$ cat src/rtl/text_edit_ctrl.sv
// Write-side controller for the text-mode character RAM.
// Turns keystrokes into RAM writes, keeps the cursor on a COLS x ROWS grid,
// and runs the whole-screen and single-row blanking sweeps.
module text_edit_ctrl #(
    parameter int         COLS  = 70,
    parameter int         ROWS  = 30,
    parameter logic [7:0] BLANK = 8'h20
) (
    input  logic        clk50,
    input  logic        reset,
    input  logic        key_valid,
    input  logic [7:0]  asciicode_in,
    input  logic        clear_req,
    output logic        ready,
    output logic        en,
    output logic [11:0] waddr,
    output logic [7:0]  asciicode,
    output logic [4:0]  cursor_row,
    output logic [6:0]  cursor_col,
    output logic [11:0] cursor_addr
);

    localparam logic [11:0] CellCount = 12'(COLS * ROWS);
    localparam logic [11:0] RowLen    = 12'(COLS);
    localparam logic [6:0]  LastCol   = 7'(COLS - 1);
    localparam logic [4:0]  LastRow   = 5'(ROWS - 1);

    typedef enum logic [1:0] {
        CLR_ALL,
        IDLE,
        CLR_ROW
    } state_t;

    state_t      state_q, state_d;
    logic [11:0] sweepCnt_q, sweepCnt_d;
    logic [4:0]  targetRow_q, targetRow_d;
    logic [4:0]  cursorRow_q, cursorRow_d;
    logic [6:0]  cursorCol_q, cursorCol_d;
    logic [11:0] cursorAddr_q, cursorAddr_d;
    logic        en_q, en_d;
    logic [11:0] waddr_q, waddr_d;
    logic [7:0]  ascii_q, ascii_d;

    logic inIdle;
    logic clearAccept;
    logic keyAccept;
    logic keyPrintable;
    logic keyBackspace;
    logic keyEnter;
    logic atLastCell;
    logic atLastRow;

    // A clear request always beats a simultaneous keystroke; the key is simply dropped
    assign inIdle       = (state_q == IDLE);
    assign clearAccept  = clear_req & inIdle;
    assign keyAccept    = key_valid & inIdle & ~clear_req;
    assign keyPrintable = (asciicode_in >= 8'h20) && (asciicode_in <= 8'h7E);
    assign keyBackspace = (asciicode_in == 8'h08);
    assign keyEnter     = (asciicode_in == 8'h0D);
    assign atLastRow    = (cursorRow_q == LastRow);
    assign atLastCell   = atLastRow && (cursorCol_q == LastCol);

    assign ready       = inIdle;
    assign en          = en_q;
    assign waddr       = waddr_q;
    assign asciicode   = ascii_q;
    assign cursor_row  = cursorRow_q;
    assign cursor_col  = cursorCol_q;
    assign cursor_addr = cursorAddr_q;

    // State and datapath registers; reset aborts any sweep and restarts the screen clear
    always_ff @(posedge clk50) begin
        if (reset) begin
            state_q      <= CLR_ALL;
            sweepCnt_q   <= '0;
            targetRow_q  <= '0;
            cursorRow_q  <= '0;
            cursorCol_q  <= '0;
            cursorAddr_q <= '0;
            en_q         <= 1'b0;
            waddr_q      <= '0;
            ascii_q      <= '0;
        end else begin
            state_q      <= state_d;
            sweepCnt_q   <= sweepCnt_d;
            targetRow_q  <= targetRow_d;
            cursorRow_q  <= cursorRow_d;
            cursorCol_q  <= cursorCol_d;
            cursorAddr_q <= cursorAddr_d;
            en_q         <= en_d;
            waddr_q      <= waddr_d;
            ascii_q      <= ascii_d;
        end
    end

    // Next state: sweeps end one cycle after their last write; wrapping off the bottom blanks row 0
    always_comb begin
        state_d = state_q;
        case (state_q)
            CLR_ALL: begin
                if (sweepCnt_q == CellCount) begin
                    state_d = IDLE;
                end
            end
            CLR_ROW: begin
                if (sweepCnt_q == RowLen) begin
                    state_d = IDLE;
                end
            end
            IDLE: begin
                if (clearAccept) begin
                    state_d = CLR_ALL;
                end else if (keyAccept &&
                             ((keyPrintable && atLastCell) || (keyEnter && atLastRow))) begin
                    state_d = CLR_ROW;
                end
            end
            default: state_d = CLR_ALL;
        endcase
    end

    // Datapath: sweep writes, keystroke writes and cursor movement; write outputs hold when idle
    always_comb begin
        sweepCnt_d  = sweepCnt_q;
        targetRow_d = targetRow_q;
        cursorRow_d = cursorRow_q;
        cursorCol_d = cursorCol_q;
        en_d        = 1'b0;
        waddr_d     = waddr_q;
        ascii_d     = ascii_q;

        case (state_q)
            CLR_ALL: begin
                if (sweepCnt_q < CellCount) begin
                    en_d       = 1'b1;
                    waddr_d    = sweepCnt_q;
                    ascii_d    = BLANK;
                    sweepCnt_d = sweepCnt_q + 12'd1;
                end
            end
            CLR_ROW: begin
                if (sweepCnt_q < RowLen) begin
                    en_d       = 1'b1;
                    waddr_d    = (12'(targetRow_q) * RowLen) + sweepCnt_q;
                    ascii_d    = BLANK;
                    sweepCnt_d = sweepCnt_q + 12'd1;
                end
            end
            IDLE: begin
                if (clearAccept) begin
                    cursorRow_d = '0;
                    cursorCol_d = '0;
                    sweepCnt_d  = '0;
                end else if (keyAccept) begin
                    if (keyPrintable) begin
                        en_d    = 1'b1;
                        waddr_d = cursorAddr_q;
                        ascii_d = asciicode_in;
                        if (atLastCell) begin
                            cursorRow_d = '0;
                            cursorCol_d = '0;
                            sweepCnt_d  = '0;
                            targetRow_d = '0;
                        end else if (cursorCol_q != LastCol) begin
                            cursorCol_d = cursorCol_q + 7'd1;
                        end else begin
                            cursorCol_d = '0;
                            cursorRow_d = cursorRow_q + 5'd1;
                        end
                    end else if (keyBackspace) begin
                        // Stepping back one cell is always address-1, even across a row boundary
                        if (cursorCol_q != 7'd0) begin
                            cursorCol_d = cursorCol_q - 7'd1;
                            en_d        = 1'b1;
                            waddr_d     = cursorAddr_q - 12'd1;
                            ascii_d     = BLANK;
                        end else if (cursorRow_q != 5'd0) begin
                            cursorRow_d = cursorRow_q - 5'd1;
                            cursorCol_d = LastCol;
                            en_d        = 1'b1;
                            waddr_d     = cursorAddr_q - 12'd1;
                            ascii_d     = BLANK;
                        end
                    end else if (keyEnter) begin
                        if (atLastRow) begin
                            cursorRow_d = '0;
                            cursorCol_d = '0;
                            sweepCnt_d  = '0;
                            targetRow_d = '0;
                        end else begin
                            cursorRow_d = cursorRow_q + 5'd1;
                            cursorCol_d = '0;
                        end
                    end
                end
            end
            default: begin
                sweepCnt_d = '0;
            end
        endcase

        cursorAddr_d = (12'(cursorRow_d) * RowLen) + 12'(cursorCol_d);
    end

endmodule

$ cat config.mk
export PLATFORM = sky130hd
export DESIGN_NAME = text_edit_ctrl
export DESIGN_NICKNAME = d
export VERILOG_FILES = /design/src/rtl/text_edit_ctrl.sv
export SDC_FILE = /design/constraint.sdc
export NUM_CORES = 1
export LEC_CHECK = 0
export ABC_AREA = 1
export CELL_PAD_IN_SITES_DETAIL_PLACEMENT = 1
export CELL_PAD_IN_SITES_GLOBAL_PLACEMENT = 1
export CORE_UTILIZATION = 36
export DETAILED_ROUTE_END_ITERATION = 6
export PLACE_DENSITY = 0.81
export SYNTH_ARGS = -nofsm -noshare
export SYNTH_HDL_FRONTEND = slang
export SYNTH_SLANG_ARGS = --single-unit
$ cat constraint.sdc
create_clock -name clk50 -period 4.43 [get_ports clk50]
set_clock_uncertainty 0.15 [all_clocks]
set_input_delay 0.6645 -clock clk50 [delete_from_list [all_inputs] [get_ports clk50]]
set_output_delay 0.6645 -clock clk50 [all_outputs]
set_load 0.03 [all_outputs]
==> impl_metrics.sql <==
INSERT INTO impl_metrics (metric_group, metric, value, unit) VALUES
('clock_tree', 'number_of_cts_inserted_buffers', '9', ''),
('power_and_ir_drop', 'worst_ir_drop_vdd', '0.2245', 'mV'),
('place', 'gp_routability_congestion', '0.9068', ''),
('timing', 'setup-violations-final', '0', ''),
('timing', 'worst_pin_slew', '0.7666', 'ns'),
('floorplan', 'start_util', '37.23', '%'),
('clock_tree', 'cts_tree', 'built', ''),
('synthesis', 'post_synth_num_cell_types', '44', ''),
('floorplan', 'die_width', '113.7', 'um'),
('finish', 'layout_common_cells', 'sky130_fd_sc_hd__nand2_1 (131), sky130_fd_sc_hd__buf_4 (99), sky130_fd_sc_hd__inv_1 (71)', ''),
('routing', 'initialDrtViolationCount', '300', ''),
('setup_path', 'crit_path_end_kind', 'register', ''),
('routing', 'drt-vias-per-instance', '5.348', ''),
('synthesis', 'synth_cells', '684', ''),
('synthesis', 'ys_seq_area_share', '25.86', '%'),
('setup_path', 'critPathMaxFanout', '5', ''),
('setup_path', 'worst_r2r_path_cells', '26', ''),
('timing', 'post_route_worst_setup_slack', '0.1607', 'ns'),
('synthesis', 'mappedNetlistArea', '4491', 'um2'),
('place', 'placed_cell_area', '5847', 'um2'),
('global_routing', 'grt_max_degree', '36', ''),
('timing', 'maxSlewHeadroom', '48.84', '%'),
('synthesis', 'synth_warnings', '0', ''),
('floorplan', 'row_count', '40', ''),
('setup_path', 'crit_path_cell_trace', 'clkdlybuf4s50_1, nor2_8, inv_2, nor2_4, buf_4, nand3_1, nand2_1, nand2_1, nand2_2, nand2_2, inv_2, ha_4, ha_4, ha_4, a31o_4, xor2_2, ha_1, buf_4, a21oi_4, nor2_1, nand3_2, nor2_1, nand2_1, a21oi_1', ''),
('status', 'run_status', 'finished, final reports clean', ''),
('power_and_ir_drop', 'power_leakage', '2.934', 'nW'),
('routing', 'vias', '5359', ''),
('clock_tree', 'clk_transition_reported_paths', '0.05', 'ns'),
('power_and_ir_drop', 'power_density', '217.5', 'nW/um2'),
('min_path', 'timing.hold.worst_path_depth', '2', ''),
('clock_tree', 'clkLatencyLatePin', '0.33', 'ns'),
('timing', 'setup-tns-final', '0', 'ns'),
('place', 'dp_hpwl', '13160', 'um'),
('global_routing', 'number_of_global_route_vias_before_repair', '5694', ''),
('place', 'io_buffers', '57', ''),
('synthesis', 'synth_area_per_cell', '6.565', 'um2'),
('finish', 'area_growth', '46.17', '%'),
('setup_path', 'timing.critical_path.slowest_stage_cell', 'sky130_fd_sc_hd__clkdlybuf4s50_1', ''),
('finish', 'nNetsFinal', '876', ''),
('setup_path', 'cp_arrival', '4.38', 'ns'),
('floorplan', 'placeableCoreArea', '12060', 'um2'),
('routing', 'wirelength', '18770', 'um'),
('floorplan', 'die-height', '113.7', 'um'),
('synthesis', 'synth_enable_flop_cells', '0', ''),
('timing', 'report.final.hold_viol_count', '0', ''),
('floorplan', 'pin_count', '58', ''),
('timing', 'period_minus_slack', '4.269', 'ns'),
('clock_tree', 'cts-htree-levels', '3', ''),
('finish', 'final_layout_size_suffix_gt1_share', '24.46', '%'),
('floorplan', 'design.die.area', '12920', 'um2'),
('global_routing', 'antenna_violations_before_repair', '0', ''),
('min_path', 'holdCritPathClass', 'reg2reg', ''),
('global_routing', 'grt_pass1_wl', '29440', 'um'),
('synthesis', 'synth_top_flop_cell', 'sky130_fd_sc_hd__dfxtp_1', ''),
('clock_tree', 'sink_count_of_the_clock_tree', '58', ''),
('finish', 'antennaDiodeCount', '0', ''),
('routing', 'ant_nets', '0', ''),
('run', 'max_cap_viol_count', '0', ''),
('global_routing', 'globalRouteTotalUtil', '29.75', '%'),
('global_routing', 'grt_remaining_overflow', '0', ''),
('place', 'post-place-ws', '-0.6738', 'ns'),
('synthesis', 'mappedNetlistNets', '731', ''),
('finish', 'design_area', '6564', 'um2'),
('clock_tree', 'clock_tree.buffer_depth', '2', ''),
('finish', 'layout_commonest_cell', 'sky130_fd_sc_hd__nand2_1', ''),
('clock_tree', 'cts_hold_buf', '0', ''),
('setup_path', 'max_stage_delay', '0.54', 'ns'),
('setup_path', 'cp.required', '4.54', 'ns'),
('clock_tree', 'clock-root-buffer', 'sky130_fd_sc_hd__clkbuf_16', ''),
('timing', 'fmaxAchievable', '234.2', 'MHz'),
('setup_path', 'worstSetupPathType', 'in2reg', ''),
('power_and_ir_drop', 'power.total', '1.428', 'mW'),
('timing', 'final_worst_path_cycle_share', '96.37', '%'),
('routing', 'drc_errors_left', '0', ''),
('timing', 'final_max_slew_viols', '0', ''),
('routing', 'routedWlPerCell', '18.74', 'um'),
('setup_path', 'start_kind', 'input port', ''),
('synthesis', 'async_reset_ff_share', '0', '%'),
('finish', 'utilization', '54.42', '%'),
('synthesis', 'number_of_storage_elements_in_the_synthesis_netlist', '58', ''),
('routing', 'drt-pass1-iter-count', '4', '');
layer usage:
layer  wire (um)  vias up  GRT usage, %
met5           0        -             0
met4         541        0         11.75
met3         529       32         5.260
met2        9830      104         54.59
met1        7872     2647         34.02
li1            -     2576             -
layout make-up:
cell class / instances / area, um2
timing repair buffer: 156 / 1311
inverter: 88 / 330.3
fill: 1548 / 5498
multi-input combinational: 516 / 3211
tap: 168 / 210.2
sequential: 58 / 1162
clock buffer: 12 / 266.5
clock inverter: 4 / 72.57
sequential cells by signal, summed over array words and instances, names as in the netlist:
register,cells
state_q,2
en,1
waddr,12
cursor_row,5
cursor_addr,11
asciicode,8
cursor_col,7
sweepCnt_q,12
cell usage after synthesis, types with 2 or more instances:
library cell / number / area (um2)
sky130_fd_sc_hd__a21o_1: 2 / 15.01
sky130_fd_sc_hd__a21oi_1: 65 / 325.3
sky130_fd_sc_hd__a221oi_1: 2 / 17.52
sky130_fd_sc_hd__a31o_2: 2 / 17.52
sky130_fd_sc_hd__a31oi_1: 5 / 31.28
sky130_fd_sc_hd__buf_2: 8 / 40.04
sky130_fd_sc_hd__buf_4: 4 / 30.03
sky130_fd_sc_hd__clkbuf_1: 9 / 33.78
sky130_fd_sc_hd__dfxtp_1: 58 / 1161
sky130_fd_sc_hd__fa_1: 2 / 40.04
sky130_fd_sc_hd__ha_1: 33 / 412.9
sky130_fd_sc_hd__inv_1: 74 / 277.8
sky130_fd_sc_hd__inv_2: 14 / 52.55
sky130_fd_sc_hd__nand2_1: 140 / 525.5
sky130_fd_sc_hd__nand2_2: 6 / 37.54
sky130_fd_sc_hd__nand3_1: 50 / 250.2
sky130_fd_sc_hd__nand4_1: 10 / 62.56
sky130_fd_sc_hd__nand4_2: 2 / 25.02
sky130_fd_sc_hd__nor2_1: 71 / 266.5
sky130_fd_sc_hd__nor2_4: 3 / 33.78
sky130_fd_sc_hd__nor3_1: 18 / 90.09
sky130_fd_sc_hd__nor4_1: 6 / 37.54
sky130_fd_sc_hd__o211ai_1: 6 / 45.04
sky130_fd_sc_hd__o21ai_0: 34 / 170.2
sky130_fd_sc_hd__o21ai_1: 11 / 55.05
sky130_fd_sc_hd__o221ai_1: 3 / 26.28
sky130_fd_sc_hd__o22ai_1: 3 / 18.77
sky130_fd_sc_hd__o31ai_1: 5 / 37.54
sky130_fd_sc_hd__or2_2: 5 / 31.28
sky130_fd_sc_hd__xnor2_1: 2 / 17.52
sky130_fd_sc_hd__xor2_1: 18 / 157.7
cells by family after synthesis:
group | synth area share [%]
and+or+nand+nor | 31.76
buffers and inverters | 9.919
xor gates and xnor gates | 3.901
AOI/OAI and AO/OA | 18.47
adders and majority gates | 10.09
DFF | 25.86
timing repair:
action / CTS / global route
resized for setup: 40 / 32
buffers inserted: 3 / 4
pin swaps: 16 / 22
setup endpoints to repair: 5 / 6
final timing paths:
path	start	end	slack (ns)
setup / recovery	clear_req	cursor_addr[11]$_SDFF_PP0_	0.16
hold / removal	asciicode[7]$_SDFFE_PP0P_	asciicode[7]$_SDFFE_PP0P_	0.30
setup reg to reg	cursor_row[1]$_SDFF_PP0_	cursor_addr[11]$_SDFF_PP0_	0.19
hold reg to reg	asciicode[7]$_SDFFE_PP0P_	asciicode[7]$_SDFFE_PP0P_	0.30
per-stage QoR:
step	std cells	hold WS, ns
final	1002	0.2954
after global routing	1002	0.3142
after CTS	998	0.3001
after detailed placement	979	0.2897
after global placement	979	0.2817
after floorplan	684	0.3129
worst max-delay path, delay by kind of cell:
family | cells | cell delay, ns
simple gates | 11 | 1.07
fa+ha+maj | 4 | 1.04
buf+inv | 5 | 1.00
compound gates | 3 | 0.43
xor+xnor | 1 | 0.16
report_power, final:
part           switching (mW)  internal [mW]
logic                  0.0637         0.0424
registers             0.00509          0.527
clock network           0.253          0.537
Note: power is estimated with default switching activity, not from simulation.
